==> src/rtl/multicycle_control_if.sv <==
// Control bundle between the multicycle controller and its datapath.
// exc_valid exists only when MC_EXCEPT_EN is defined.
interface multicycle_control_if #(
  parameter int unsigned OPW = 6
);
  logic [OPW-1:0] opcode;
  logic           mem_ready;
`ifdef MC_EXCEPT_EN
  logic           exc_valid;
`endif
  logic           pc_write;
  logic           pc_write_cond;
  logic           i_or_d;
  logic           mem_read;
  logic           mem_write;
  logic           ir_write;
  logic           mem_to_reg;
  logic           reg_dst;
  logic           reg_write;
  logic           alu_src_a;
  logic [1:0]     alu_src_b;
  logic [1:0]     alu_op;
  logic [1:0]     pc_source;
  logic [3:0]     state;
  logic           instr_done;

  modport master (
    input  opcode, input mem_ready,
`ifdef MC_EXCEPT_EN
    output exc_valid,
`endif
    output pc_write, output pc_write_cond, output i_or_d, output mem_read,
    output mem_write, output ir_write, output mem_to_reg, output reg_dst,
    output reg_write, output alu_src_a, output alu_src_b, output alu_op,
    output pc_source, output state, output instr_done
  );

  modport slave (
    output opcode, output mem_ready,
`ifdef MC_EXCEPT_EN
    input  exc_valid,
`endif
    input  pc_write, input pc_write_cond, input i_or_d, input mem_read,
    input  mem_write, input ir_write, input mem_to_reg, input reg_dst,
    input  reg_write, input alu_src_a, input alu_src_b, input alu_op,
    input  pc_source, input state, input instr_done
  );
endinterface

==> src/rtl/multicycle_control.sv <==
// Multicycle MIPS control FSM: fetch/decode/execute/memory/writeback sequencing
// with mem_ready stalls. Define MC_EXCEPT_EN to trap unknown opcodes to EXCEPT.
module multicycle_control #(
  parameter int unsigned    OPW      = 6,
  parameter logic [OPW-1:0] OP_RTYPE = 6'b000000,
  parameter logic [OPW-1:0] OP_LW    = 6'b100011,
  parameter logic [OPW-1:0] OP_SW    = 6'b101011,
  parameter logic [OPW-1:0] OP_BEQ   = 6'b000100,
  parameter logic [OPW-1:0] OP_ADDI  = 6'b001000,
  parameter logic [OPW-1:0] OP_J     = 6'b000010,
  parameter bit             MEM_WAIT = 1'b1
) (
  input  logic                clk,
  input  logic                rst,
  multicycle_control_if.master bus
);
  localparam int unsigned ST_W = 4;

  typedef enum logic [ST_W-1:0] {
    S_FETCH  = 4'd0,
    S_DECODE = 4'd1,
    S_MEMADR = 4'd2,
    S_MEMRD  = 4'd3,
    S_MEMWB  = 4'd4,
    S_MEMWR  = 4'd5,
    S_EXEC   = 4'd6,
    S_ALUWB  = 4'd7,
    S_BRANCH = 4'd8,
    S_ADDIEX = 4'd9,
    S_ADDIWB = 4'd10,
    S_JUMP   = 4'd11
`ifdef MC_EXCEPT_EN
    , S_EXCEPT = 4'd12
`endif
  } state_t;

  state_t r_state;
  state_t w_next;
  logic   r_is_store;
  logic   w_mem_ok;

  // Memory handshake is bypassed entirely for single-cycle memories.
  assign w_mem_ok  = MEM_WAIT ? bus.mem_ready : 1'b1;
  assign bus.state = r_state;

  // State register; load/store choice is latched in DECODE so MEMADR ignores later opcode changes.
  always_ff @(posedge clk) begin
    if (rst) begin
      r_state    <= S_FETCH;
      r_is_store <= 1'b0;
    end else begin
      r_state <= w_next;
      if (r_state == S_DECODE) r_is_store <= (bus.opcode == OP_SW);
    end
  end

  always_comb begin
    w_next            = r_state;
    bus.pc_write      = 1'b0;
    bus.pc_write_cond = 1'b0;
    bus.i_or_d        = 1'b0;
    bus.mem_read      = 1'b0;
    bus.mem_write     = 1'b0;
    bus.ir_write      = 1'b0;
    bus.mem_to_reg    = 1'b0;
    bus.reg_dst       = 1'b0;
    bus.reg_write     = 1'b0;
    bus.alu_src_a     = 1'b0;
    bus.alu_src_b     = 2'b00;
    bus.alu_op        = 2'b00;
    bus.pc_source     = 2'b00;
    bus.instr_done    = 1'b0;
`ifdef MC_EXCEPT_EN
    bus.exc_valid     = 1'b0;
`endif
    // Reset masks every strobe; the register handles the return to FETCH.
    if (!rst) begin
      case (r_state)
        S_FETCH: begin
          bus.mem_read  = 1'b1;
          bus.alu_src_b = 2'b01;
          if (w_mem_ok) begin
            bus.ir_write = 1'b1;
            bus.pc_write = 1'b1;
            w_next       = S_DECODE;
          end
        end
        S_DECODE: begin
          bus.alu_src_b = 2'b11;
          if (bus.opcode == OP_LW || bus.opcode == OP_SW) w_next = S_MEMADR;
          else if (bus.opcode == OP_RTYPE)                w_next = S_EXEC;
          else if (bus.opcode == OP_BEQ)                  w_next = S_BRANCH;
          else if (bus.opcode == OP_ADDI)                 w_next = S_ADDIEX;
          else if (bus.opcode == OP_J)                    w_next = S_JUMP;
          else begin
`ifdef MC_EXCEPT_EN
            w_next = S_EXCEPT;
`else
            bus.instr_done = 1'b1;
            w_next         = S_FETCH;
`endif
          end
        end
        S_MEMADR: begin
          bus.alu_src_a = 1'b1;
          bus.alu_src_b = 2'b10;
          w_next        = r_is_store ? S_MEMWR : S_MEMRD;
        end
        S_MEMRD: begin
          bus.mem_read = 1'b1;
          bus.i_or_d   = 1'b1;
          if (w_mem_ok) w_next = S_MEMWB;
        end
        S_MEMWB: begin
          bus.reg_write  = 1'b1;
          bus.mem_to_reg = 1'b1;
          bus.instr_done = 1'b1;
          w_next         = S_FETCH;
        end
        S_MEMWR: begin
          bus.mem_write = 1'b1;
          bus.i_or_d    = 1'b1;
          if (w_mem_ok) begin
            bus.instr_done = 1'b1;
            w_next         = S_FETCH;
          end
        end
        S_EXEC: begin
          bus.alu_src_a = 1'b1;
          bus.alu_op    = 2'b10;
          w_next        = S_ALUWB;
        end
        S_ALUWB: begin
          bus.reg_write  = 1'b1;
          bus.reg_dst    = 1'b1;
          bus.instr_done = 1'b1;
          w_next         = S_FETCH;
        end
        S_BRANCH: begin
          bus.alu_src_a     = 1'b1;
          bus.alu_op        = 2'b01;
          bus.pc_write_cond = 1'b1;
          bus.pc_source     = 2'b01;
          bus.instr_done    = 1'b1;
          w_next            = S_FETCH;
        end
        S_ADDIEX: begin
          bus.alu_src_a = 1'b1;
          bus.alu_src_b = 2'b10;
          w_next        = S_ADDIWB;
        end
        S_ADDIWB: begin
          bus.reg_write  = 1'b1;
          bus.instr_done = 1'b1;
          w_next         = S_FETCH;
        end
        S_JUMP: begin
          bus.pc_write   = 1'b1;
          bus.pc_source  = 2'b10;
          bus.instr_done = 1'b1;
          w_next         = S_FETCH;
        end
`ifdef MC_EXCEPT_EN
        S_EXCEPT: begin
          bus.pc_write   = 1'b1;
          bus.pc_source  = 2'b11;
          bus.instr_done = 1'b1;
          bus.exc_valid  = 1'b1;
          w_next         = S_FETCH;
        end
`endif
        default: w_next = S_FETCH;
      endcase
    end
  end
endmodule

==> src/flat_wrapper.sv <==
// flat-port wrapper written by rule: the top's interface ports become plain ports
module multicycle_control_flat 
#(
  parameter int unsigned    OPW      = 6,
  parameter logic [OPW-1:0] OP_RTYPE = 6'b000000,
  parameter logic [OPW-1:0] OP_LW    = 6'b100011,
  parameter logic [OPW-1:0] OP_SW    = 6'b101011,
  parameter logic [OPW-1:0] OP_BEQ   = 6'b000100,
  parameter logic [OPW-1:0] OP_ADDI  = 6'b001000,
  parameter logic [OPW-1:0] OP_J     = 6'b000010,
  parameter bit             MEM_WAIT = 1'b1
)
  (clk, rst, bus_opcode, bus_mem_ready, bus_pc_write, bus_pc_write_cond, bus_i_or_d, bus_mem_read, bus_mem_write, bus_ir_write, bus_mem_to_reg, bus_reg_dst, bus_reg_write, bus_alu_src_a, bus_alu_src_b, bus_alu_op, bus_pc_source, bus_state, bus_instr_done);
  multicycle_control_if #(.OPW(OPW)) bus_i ();
  input  logic clk;
  input  logic rst;
  input wire logic [$bits(bus_i.opcode)-1:0] bus_opcode;
  input wire logic [$bits(bus_i.mem_ready)-1:0] bus_mem_ready;
  output wire logic [$bits(bus_i.pc_write)-1:0] bus_pc_write;
  output wire logic [$bits(bus_i.pc_write_cond)-1:0] bus_pc_write_cond;
  output wire logic [$bits(bus_i.i_or_d)-1:0] bus_i_or_d;
  output wire logic [$bits(bus_i.mem_read)-1:0] bus_mem_read;
  output wire logic [$bits(bus_i.mem_write)-1:0] bus_mem_write;
  output wire logic [$bits(bus_i.ir_write)-1:0] bus_ir_write;
  output wire logic [$bits(bus_i.mem_to_reg)-1:0] bus_mem_to_reg;
  output wire logic [$bits(bus_i.reg_dst)-1:0] bus_reg_dst;
  output wire logic [$bits(bus_i.reg_write)-1:0] bus_reg_write;
  output wire logic [$bits(bus_i.alu_src_a)-1:0] bus_alu_src_a;
  output wire logic [$bits(bus_i.alu_src_b)-1:0] bus_alu_src_b;
  output wire logic [$bits(bus_i.alu_op)-1:0] bus_alu_op;
  output wire logic [$bits(bus_i.pc_source)-1:0] bus_pc_source;
  output wire logic [$bits(bus_i.state)-1:0] bus_state;
  output wire logic [$bits(bus_i.instr_done)-1:0] bus_instr_done;
  assign bus_i.opcode = bus_opcode;
  assign bus_i.mem_ready = bus_mem_ready;
  assign bus_pc_write = bus_i.pc_write;
  assign bus_pc_write_cond = bus_i.pc_write_cond;
  assign bus_i_or_d = bus_i.i_or_d;
  assign bus_mem_read = bus_i.mem_read;
  assign bus_mem_write = bus_i.mem_write;
  assign bus_ir_write = bus_i.ir_write;
  assign bus_mem_to_reg = bus_i.mem_to_reg;
  assign bus_reg_dst = bus_i.reg_dst;
  assign bus_reg_write = bus_i.reg_write;
  assign bus_alu_src_a = bus_i.alu_src_a;
  assign bus_alu_src_b = bus_i.alu_src_b;
  assign bus_alu_op = bus_i.alu_op;
  assign bus_pc_source = bus_i.pc_source;
  assign bus_state = bus_i.state;
  assign bus_instr_done = bus_i.instr_done;
  multicycle_control #(.OPW(OPW), .OP_RTYPE(OP_RTYPE), .OP_LW(OP_LW), .OP_SW(OP_SW), .OP_BEQ(OP_BEQ), .OP_ADDI(OP_ADDI), .OP_J(OP_J), .MEM_WAIT(MEM_WAIT)) u_core (.clk(clk), .rst(rst), .bus(bus_i));
endmodule
==> config.mk <==
export PLATFORM = sky130hd
export DESIGN_NAME = multicycle_control_flat
export DESIGN_NICKNAME = d
export VERILOG_FILES = /design/src/rtl/multicycle_control_if.sv /design/src/rtl/multicycle_control.sv /design/src/flat_wrapper.sv
export SDC_FILE = /design/constraint.sdc
export NUM_CORES = 1
export LEC_CHECK = 0
export ABC_CLOCK_PERIOD_IN_PS = 1300
export CELL_PAD_IN_SITES_DETAIL_PLACEMENT = 1
export CELL_PAD_IN_SITES_GLOBAL_PLACEMENT = 1
export CORE_MARGIN = 2
export CORE_UTILIZATION = 24
export CTS_CLUSTER_DIAMETER = 150
export DETAILED_ROUTE_END_ITERATION = 6
export PLACE_DENSITY_LB_ADDON = 0.1
export SETUP_SLACK_MARGIN = 0.15
export SKIP_CTS_REPAIR_TIMING = 1
export SLEW_MARGIN = 20
export SYNTH_ARGS = -nofsm -noshare
export SYNTH_HDL_FRONTEND = slang
export SYNTH_SLANG_ARGS = --single-unit
export TNS_END_PERCENT = 100
==> constraint.sdc <==
create_clock -name clk -period 1.3 [get_ports clk]
set_input_delay 0.325 -clock clk [delete_from_list [all_inputs] [get_ports clk]]
set_output_delay 0.325 -clock clk [all_outputs]
set_load 0.005 [all_outputs]
Word level (Yosys, flattened, before mapping)
Cells that the tools add are included.
- eq/ne operators: 19
- muxes and demuxes: 44
- reductions and logical operators: 10
- operators with widths (operator ; number):
    4-bit 2-to-1 mux ; 8
    4-bit one-hot mux with 7 select lines ; 1
    1-bit 2-to-1 mux ; 26
    4-bit by 3-bit equality test with 1-bit output (second input constant) ; 4
    4-bit equality test (second input constant) ; 4
    6-bit equality test (second input constant) ; 2
    4-bit by 2-bit equality test with 1-bit output (second input constant) ; 2
    2-bit one-hot mux with 2 select lines ; 2
    6-bit by 2-bit equality test with 1-bit output (second input constant) ; 1
    6-bit by 3-bit equality test with 1-bit output (second input constant) ; 1
    6-bit by 4-bit equality test with 1-bit output (second input constant) ; 1
    6-bit zero test ; 1
    2-bit 2-to-1 mux ; 3
    2-bit != test (second input constant) ; 3
    2-bit one-hot mux with 3 select lines ; 1
    2-bit OR reduction ; 3
    5-bit OR reduction ; 1
    4-bit by 1-bit equality test with 1-bit output (second input constant) ; 1
    4-bit zero test ; 1
    4-bit OR reduction ; 1
    3-bit 2-to-1 mux ; 1
    1-bit one-hot mux with 3 select lines ; 1
    3-bit AND reduction ; 1
    3-bit OR reduction ; 1
    other kinds (2) ; 2
- register bits after elaboration: 5
- input bits: 9
- output and inout port bits: 21
- word-level logic and storage cells: 75

Logic depth before layout (Yosys ltp)
Gate-level depths: netlist (run 1).
- word-level depth: 8
- depth in mapped cells: 5
- gate-level depth less buffers: 4

Worst setup path after synthesis (run 1)
Ideal clock, no wire load.
- path type: register -> output
- start point: register u_core.r_state[0] (netlist: u_core.bus.state[0])
- end point: output bus_instr_done
- arrival: 1.114 ns
- data required time: 0.975 ns
- path slack: -0.139 ns
- cell stages (with the launch flop): 5
- path buffers: 0
- path through: dfxtp_1 nor2b_1 o21a_1 a2111oi_2 a41o_1
- word-level cells in the longest chain between the ends: 4
- elaborated cells between the ends (all ways): 10
- those cells by class: eq/ne (7); mux (2); reduce/logical (1)
- RTL lines (element ; line ; source):
    start, declared ; multicycle_control.sv:37 ; state_t r_state;
    start signal, assigned ; multicycle_control.sv:52 ; r_state <= w_next;
    4-bit by 3-bit equality test with 1-bit output / 4-bit equality test (equally long branches) ; multicycle_control.sv:78 ; case (r_state)
    5-bit OR reduction (no source line) ; - ;
    1-bit one-hot mux with 3 select lines * ; multicycle_control.sv:78 ;
    1-bit 2-to-1 mux * ; multicycle_control.sv:77 ; if (!rst) begin
    end, declared ; flat_wrapper.sv:33 ; output wire logic [$bits(bus_i.instr_done)-1:0] bus_instr_done;
Mark *: on every way between the ends. The rest lies on a longest branch, timed or not.

Worst setup path in the final report (run 1)
- start point: register u_core.r_state[0] (netlist: u_core.bus.state[0])
- end point: output bus_pc_write
- word-level cells in the longest chain between the ends: 3
- elaborated cells between the ends (all ways): 4
- those cells by class: eq/ne (1); mux (2); reduce/logical (1)
- RTL lines (element ; line ; source):
    4-bit equality test / 4-bit zero test (equally long branches) ; multicycle_control.sv:78 ;
    1-bit one-hot mux with 2 select lines * ; multicycle_control.sv:78 ;
    1-bit 2-to-1 mux * ; multicycle_control.sv:77 ;
    end, declared ; flat_wrapper.sv:19 ; output wire logic [$bits(bus_i.pc_write)-1:0] bus_pc_write;
Marks and branches as above.

==> results of run 1 <==
[worst max-delay path by stage]
stage / start / end / slack [ps] / cells after the start
floorplan: u_core.bus.state[1] / bus_pc_write / -30 / 4
global placement: bus_opcode[1] / bus_instr_done / -990 / 5
detailed placement: bus_opcode[1] / bus_instr_done / -1030 / 5
CTS: bus_opcode[1] / bus_instr_done / -1050 / 5
global route: u_core.bus.state[0] / bus_pc_write / -630 / 7
finish: u_core.bus.state[0] / bus_pc_write / -580 / 7
[kinds of logic after synthesis]
logic type,Yosys count,share of synthesized area (%)
compound gates,24,26.0
xor+xnor,2,2.74
buf+inv,11,10.2
flops,5,15.7
simple gates,48,45.4
[where the power goes]
part           switching, mW  internal [mW]
Combinational          0.142          0.180
Sequential           0.00469          0.151
Clock                 0.0851          0.117
Total                  0.232          0.448
[synthesized netlist by cell type (2+ instances only)]
| master | instances | area, um^2 |
|---|---|---|
| a21oi_1 | 7 | 35.0 |
| a32oi_1 | 2 | 17.5 |
| and3_1 | 4 | 25.0 |
| buf_6 | 2 | 22.5 |
| clkbuf_1 | 2 | 7.51 |
| dfxtp_1 | 5 | 100 |
| inv_1 | 3 | 11.3 |
| nand2_1 | 3 | 11.3 |
| nand2b_1 | 6 | 37.5 |
| nand3_1 | 2 | 10.0 |
| nand3b_1 | 2 | 15.0 |
| nor2_1 | 9 | 33.8 |
| nor2b_1 | 2 | 12.5 |
| nor3_1 | 5 | 25.0 |
| nor3_2 | 2 | 20.0 |
| nor3b_1 | 2 | 15.0 |
| nor4_1 | 3 | 18.8 |
| o21ai_0 | 4 | 20.0 |
| o21ai_1 | 2 | 10.0 |
| xor2_1 | 2 | 17.5 |
[state kept, by name, indices dropped and copies added, names as in the netlist]
| signal | flops |
|---|---|
| u_core.bus.state | 4 |
| u_core.r_is_store | 1 |
[worst register-to-register path: stages (launching register included)]
cell       delay (ps)
dfxtp_4           370
buf_12            140
and2b_2           200
buf_4             140
buf_4             120
a21oi_1           110
a2bb2oi_1         280
o32ai_2           140
[per-stage QoR]
step                TNS, ps  util, %  cell area, um^2
floorplan             -65.0        -              736
global placement     -16020     49.9             1250
detailed placement   -16530     49.9             1250
CTS                  -16670     51.0             1270
global route          -9020     63.7             1590
finish                -7710     63.7             1590
[routing by layer]
| layer | routed length, um | vias up |
|---|---|---|
| met5 | 0 | - |
| met4 | 63 | 0 |
| met3 | 128 | 8 |
| met2 | 2090 | 33 |
| met1 | 1560 | 523 |
| li1 | - | 500 |
[area by class of cell]
type / count / area (um^2) / share of cell area (%)
clock buffers: 4 / 26.3 / 1.65
inverters: 4 / 20.0 / 1.26
multi-input cells: 74 / 653 / 41.0
flip-flops and latches: 5 / 113 / 7.07
well taps: 30 / 37.5 / 2.36
repair buffers: 87 / 743 / 46.7
==> results.sh, run 1 <==
export IMPL_port_buffers=29
export IMPL_cts_buffers=3
export IMPL_ys_ff_latch=5
export IMPL_row_count=18
export IMPL_ys_seq_area_share_pct=15.7
export IMPL_synth_nets=99
export IMPL_holdPathStages=4
export IMPL_cpLargestDelayFamily="buffers and inverters"
export IMPL_diodes=0
export IMPL_finalWirelength_um=3850
export IMPL_fillers=299
export IMPL_nets=184
export IMPL_clock_fmax_ghz=0.531
export IMPL_final_common_cell="buf_4"
export IMPL_clk_path_buf_depth=2
export IMPL_pin_count=30
export IMPL_cap_violations=0
export IMPL_async_flop_share_pct=0
export IMPL_slew_headroom_pct=72.6
export IMPL_syn_to_final_growth_pct=149
export IMPL_cts_sinks=5
export IMPL_slew_violations=0
export IMPL_syn_area_um2=639
export IMPL_layout_common_cells="buf_4 (43), buf_6 (18), buf_2 (10)"
export IMPL_place_inst=175
export IMPL_max_stage_delay_ps=360
export IMPL_grt_usage_pct=16.0
export IMPL_worstHoldPathType="in -> reg"
export IMPL_die_y_um=55.6
export IMPL_setup_ws_ps=-583
export IMPL_startpoint_type="flip-flop"
export IMPL_tightest_slew_ps=410
export IMPL_critPathBufInv=5
export IMPL_cts_max_level=1
export IMPL_slowest_stage="dfxtp_2"
export IMPL_cts_root_buffer="clkbuf_4"
export IMPL_synth_ff_type="dfxtp_1"
export IMPL_place_congestion=0.727
export IMPL_ant_nets=0
export IMPL_reg2reg_from="u_core.bus.state[1]"
export IMPL_reg2reg_to="u_core.bus.state[0]"
export IMPL_netlist_instances=90
export IMPL_grt_pass1_vias=892
export IMPL_start_util_pct=25.6
export IMPL_synth_edf_count=0
export IMPL_clk_latency_ps=250
export IMPL_vias=1064
export IMPL_peakVddDrop_v=0.000416
export IMPL_use_met1_pct=19.8
export IMPL_synth_cell_types=41
export IMPL_die_w_um=55.6
export IMPL_viasPerCell=5.22
export IMPL_p_leak_nw=0.784
export IMPL_first_pass_iters=4
export IMPL_worst_r2r_cell_count=7
export IMPL_finalCriticalPeriod_ps=1880
export IMPL_fin_skew_ps=0.509
export IMPL_grt_start_max_net_pins=13
export IMPL_path_clk_slew_ps=50
export IMPL_yosys_warnings=0
export IMPL_drt_iter0_drc=23
export IMPL_timing_hold_worst_start="bus_mem_ready"
export IMPL_use_met3_pct=0.698
export IMPL_cts_tree="yes"
export IMPL_wl_per_cell_um=18.9
export IMPL_core_um2=2500
export IMPL_drc=0
export IMPL_power_mw=0.681
export IMPL_status="complete, but fails checks"
export IMPL_critPathRequiredTime_ps=980
export IMPL_violations="negative setup slack"
export IMPL_setup_viol=22
export IMPL_antenna_found_initial=0
export IMPL_dpl_hpwl_um=2070
export IMPL_path_max_fanout=8
export IMPL_path_cells="buf_8 > buf_6 > inv_6 > and4_1 > buf_4 > or2_1 > clkbuf_2"
export IMPL_hold_viol_final=0
export IMPL_timing_final_crit_share_pct=145
export IMPL_r2r_slack_ps=-340
export IMPL_drive_gt1_share_pct=67.8
export IMPL_worstSetupPathType="reg -> out"
export IMPL_final_cell_count_no_fill=204
export IMPL_critPathCaptureType="primary output"
export IMPL_gr_max_usage_layer="met2"
export IMPL_rsz0062_at_grt="yes"
export IMPL_place_ws_ps=-1030
export IMPL_p_per_area_nw_per_um2=427
export IMPL_grt_pass1_wl_um=4080
export IMPL_finalHoldWorstSlack_ps=535
export IMPL_min_to="u_core.bus.state[2]"
export IMPL_grt_ovfl_total=0
export IMPL_arrival_ps=1560
export IMPL_die_area_um2=3090
export IMPL_syn_avg_cell_area_um2=7.10
export IMPL_use_met2_pct=30.4
Note: power is estimated with default switching activity, not from simulation.
==> run 2: changes to the inputs <==
--- a/config.mk
+++ b/config.mk
@@ -10,2 +10,3 @@
 export CELL_PAD_IN_SITES_GLOBAL_PLACEMENT = 1
+export CORE_ASPECT_RATIO = 1.4
 export CORE_MARGIN = 2
--- a/constraint.sdc
+++ b/constraint.sdc
@@ -3,2 +3,2 @@
 set_output_delay 0.325 -clock clk [all_outputs]
-set_load 0.005 [all_outputs]
+set_load 0.02 [all_outputs]
==> run 2 against run 1 <==
Against the previous run:
- the run still ends with negative setup slack left
- flip-flop and latch count is the same
- setup slack better by 68 ps
- clock-buffer cell count stayed put
- non-clock buffer count down 9
- combinational power is 12% higher
- global-route usage increased by 3.5 points
- critical endpoint is now bus_instr_done
- highest routed layer unchanged
==> results.sh, run 2 (same netlist as run 1, synthesis figures left out) <==
export IMPL_status="complete, but fails checks"
export IMPL_violations="negative setup slack"
export IMPL_die_area_um2=3100
export IMPL_p_leak_nw=0.759
export IMPL_r2r_slack_ps=-250
export IMPL_clk_path_buf_depth=2
export IMPL_vias=1031
export IMPL_drt_iter0_drc=18
export IMPL_worst_r2r_cell_count=7
export IMPL_cpLargestDelayFamily="compound AO/OA/AOI/OAI gates"
export IMPL_finalWirelength_um=3790
export IMPL_path_max_fanout=4
export IMPL_nets=175
export IMPL_setup_ws_ps=-515
export IMPL_fin_skew_ps=1.78
export IMPL_largest_reg_flops=4
export IMPL_fillers=299
export IMPL_grt_usage_pct=19.4
export IMPL_worstHoldPathType="reg -> reg"
export IMPL_internal_power_mw=0.457
export IMPL_cts_tree="yes"
export IMPL_layout_common_cells="buf_4 (35), buf_6 (29), dlymetal6s2s_1 (7)"
export IMPL_path_cells="nor2b_4 > buf_6 > a2111oi_4 > a41o_1 > buf_6"
export IMPL_worstSetupPathType="reg -> out"
export IMPL_ant_nets=0
export IMPL_arrival_ps=1490
export IMPL_clock_fmax_ghz=0.551
export IMPL_first_pass_iters=4
export IMPL_clk_latency_ps=260
export IMPL_holdPathStages=2
export IMPL_power_switching_mw=0.251
export IMPL_peakVddDrop_v=0.000509
export IMPL_cts_max_level=1
export IMPL_reg2reg_to="u_core.bus.state[2]"
export IMPL_dpl_hpwl_um=2170
export IMPL_tightest_slew_ps=375
export IMPL_grt_pass1_wl_um=4400
export IMPL_cts_sinks=5
export IMPL_drive_gt1_share_pct=71.5
export IMPL_diodes=0
export IMPL_pin_count=30
export IMPL_switching_share_pct=35.5
export IMPL_place_congestion=0.765
export IMPL_slew_headroom_pct=75.0
export IMPL_drc=0
export IMPL_setup_viol=22
export IMPL_cap_violations=0
export IMPL_final_common_cell="buf_4"
export IMPL_critPathCaptureType="primary output"
export IMPL_p_clk_share_pct=27.2
export IMPL_slowest_stage="dfxtp_4"
export IMPL_p_per_area_nw_per_um2=412
export IMPL_cts_root_buffer="clkbuf_4"
export IMPL_power_mw=0.708
export IMPL_port_buffers=29
export IMPL_rsz0062_at_grt="yes"
export IMPL_timing_final_crit_share_pct=140
export IMPL_cts_buffers=3
export IMPL_pwr_share_seq_pct=21.9
export IMPL_max_stage_delay_ps=350
export IMPL_critPathBufInv=2
export IMPL_die_w_um=47.6
export IMPL_viasPerCell=5.13
export IMPL_startpoint_type="flip-flop"
export IMPL_grt_ovfl_total=0
export IMPL_path_clk_slew_ps=40
export IMPL_slew_violations=0
export IMPL_grt_start_max_net_pins=12
export IMPL_multiInputGateArea_um2=713
export IMPL_critPathRequiredTime_ps=980
export IMPL_antenna_found_initial=0
export IMPL_core_um2=2590
export IMPL_hold_viol_final=0
export IMPL_start_util_pct=24.7
export IMPL_wl_per_cell_um=18.9
export IMPL_die_y_um=65.1
export IMPL_seq_area_um2=115
export IMPL_finalSetupTns_ps=-7630
export IMPL_row_count=22
export IMPL_pwr_share_comb_pct=50.9
export IMPL_path_common_cell="buf_6"
export IMPL_reg2reg_from="u_core.bus.state[0]"
export IMPL_syn_to_final_growth_pct=168
export IMPL_min_to="u_core.r_is_store"
export IMPL_finalCriticalPeriod_ps=1820
export IMPL_grt_pass1_vias=969
export IMPL_timing_hold_worst_start="u_core.r_is_store"
==> run 2: per-stage QoR <==
stage	area (um^2)	worst slack, ps	utilization, %	hold WS [ps]	cells
finish	1720	-515	66.3	540	201
global route	1720	-559	66.3	568	201
CTS	1350	-1180	52.0	546	186
detailed placement	1320	-1180	51.0	535	182
global placement	1320	-1090	51.0	534	182
floorplan	801	-282	-	420	90
==> run 2: final cells by class <==
class	count	area share, %
Timing Repair Buffer	78	46.4
Multi-Input combinational cell	74	41.5
Sequential cell	5	6.71
Tap cell	36	2.62
Clock buffer	4	1.53
Inverter	4	1.17
==> run 2: how the worst max path moves through the flow <==
stage / start / end / slack, ps / depth (start not counted)
after floorplan: u_core.bus.state[1] / bus_pc_write / -280 / 4
after global placement: bus_opcode[1] / bus_instr_done / -1090 / 5
after detailed placement: bus_opcode[1] / bus_instr_done / -1180 / 5
after CTS: bus_opcode[1] / bus_instr_done / -1180 / 5
after global routing: u_core.bus.state[0] / bus_instr_done / -560 / 5
final: u_core.bus.state[0] / bus_instr_done / -520 / 5
==> run 2: worst register-to-register path, stage by stage, from the launching register on <==
cell and delay (ps):
dfxtp_4 350, buf_4 120, buf_12 130, nor2b_4 220, buf_6 130, and3_4 200, a21oi_1 90, o31ai_1 220
==> run 2: power by group through the flow <==
stage                     Clock [mW]  Combinational [mW]  Sequential, mW
after detailed placement           0               0.267           0.157
after floorplan                    0               0.115           0.160
after CTS                      0.190               0.268           0.154
after global routing           0.205               0.379           0.155
final                          0.193               0.360           0.155
after global placement             0               0.259           0.156
==> run 2: metal layers <==
metal  GRT usage [%]  part of all wire [%]  vias up
met5               0                     0        -
met4            6.08                   1.7        0
met3            2.51                   2.3        7
met2            37.5                    58       27
met1            19.8                    38      516
li1                -                     -      481
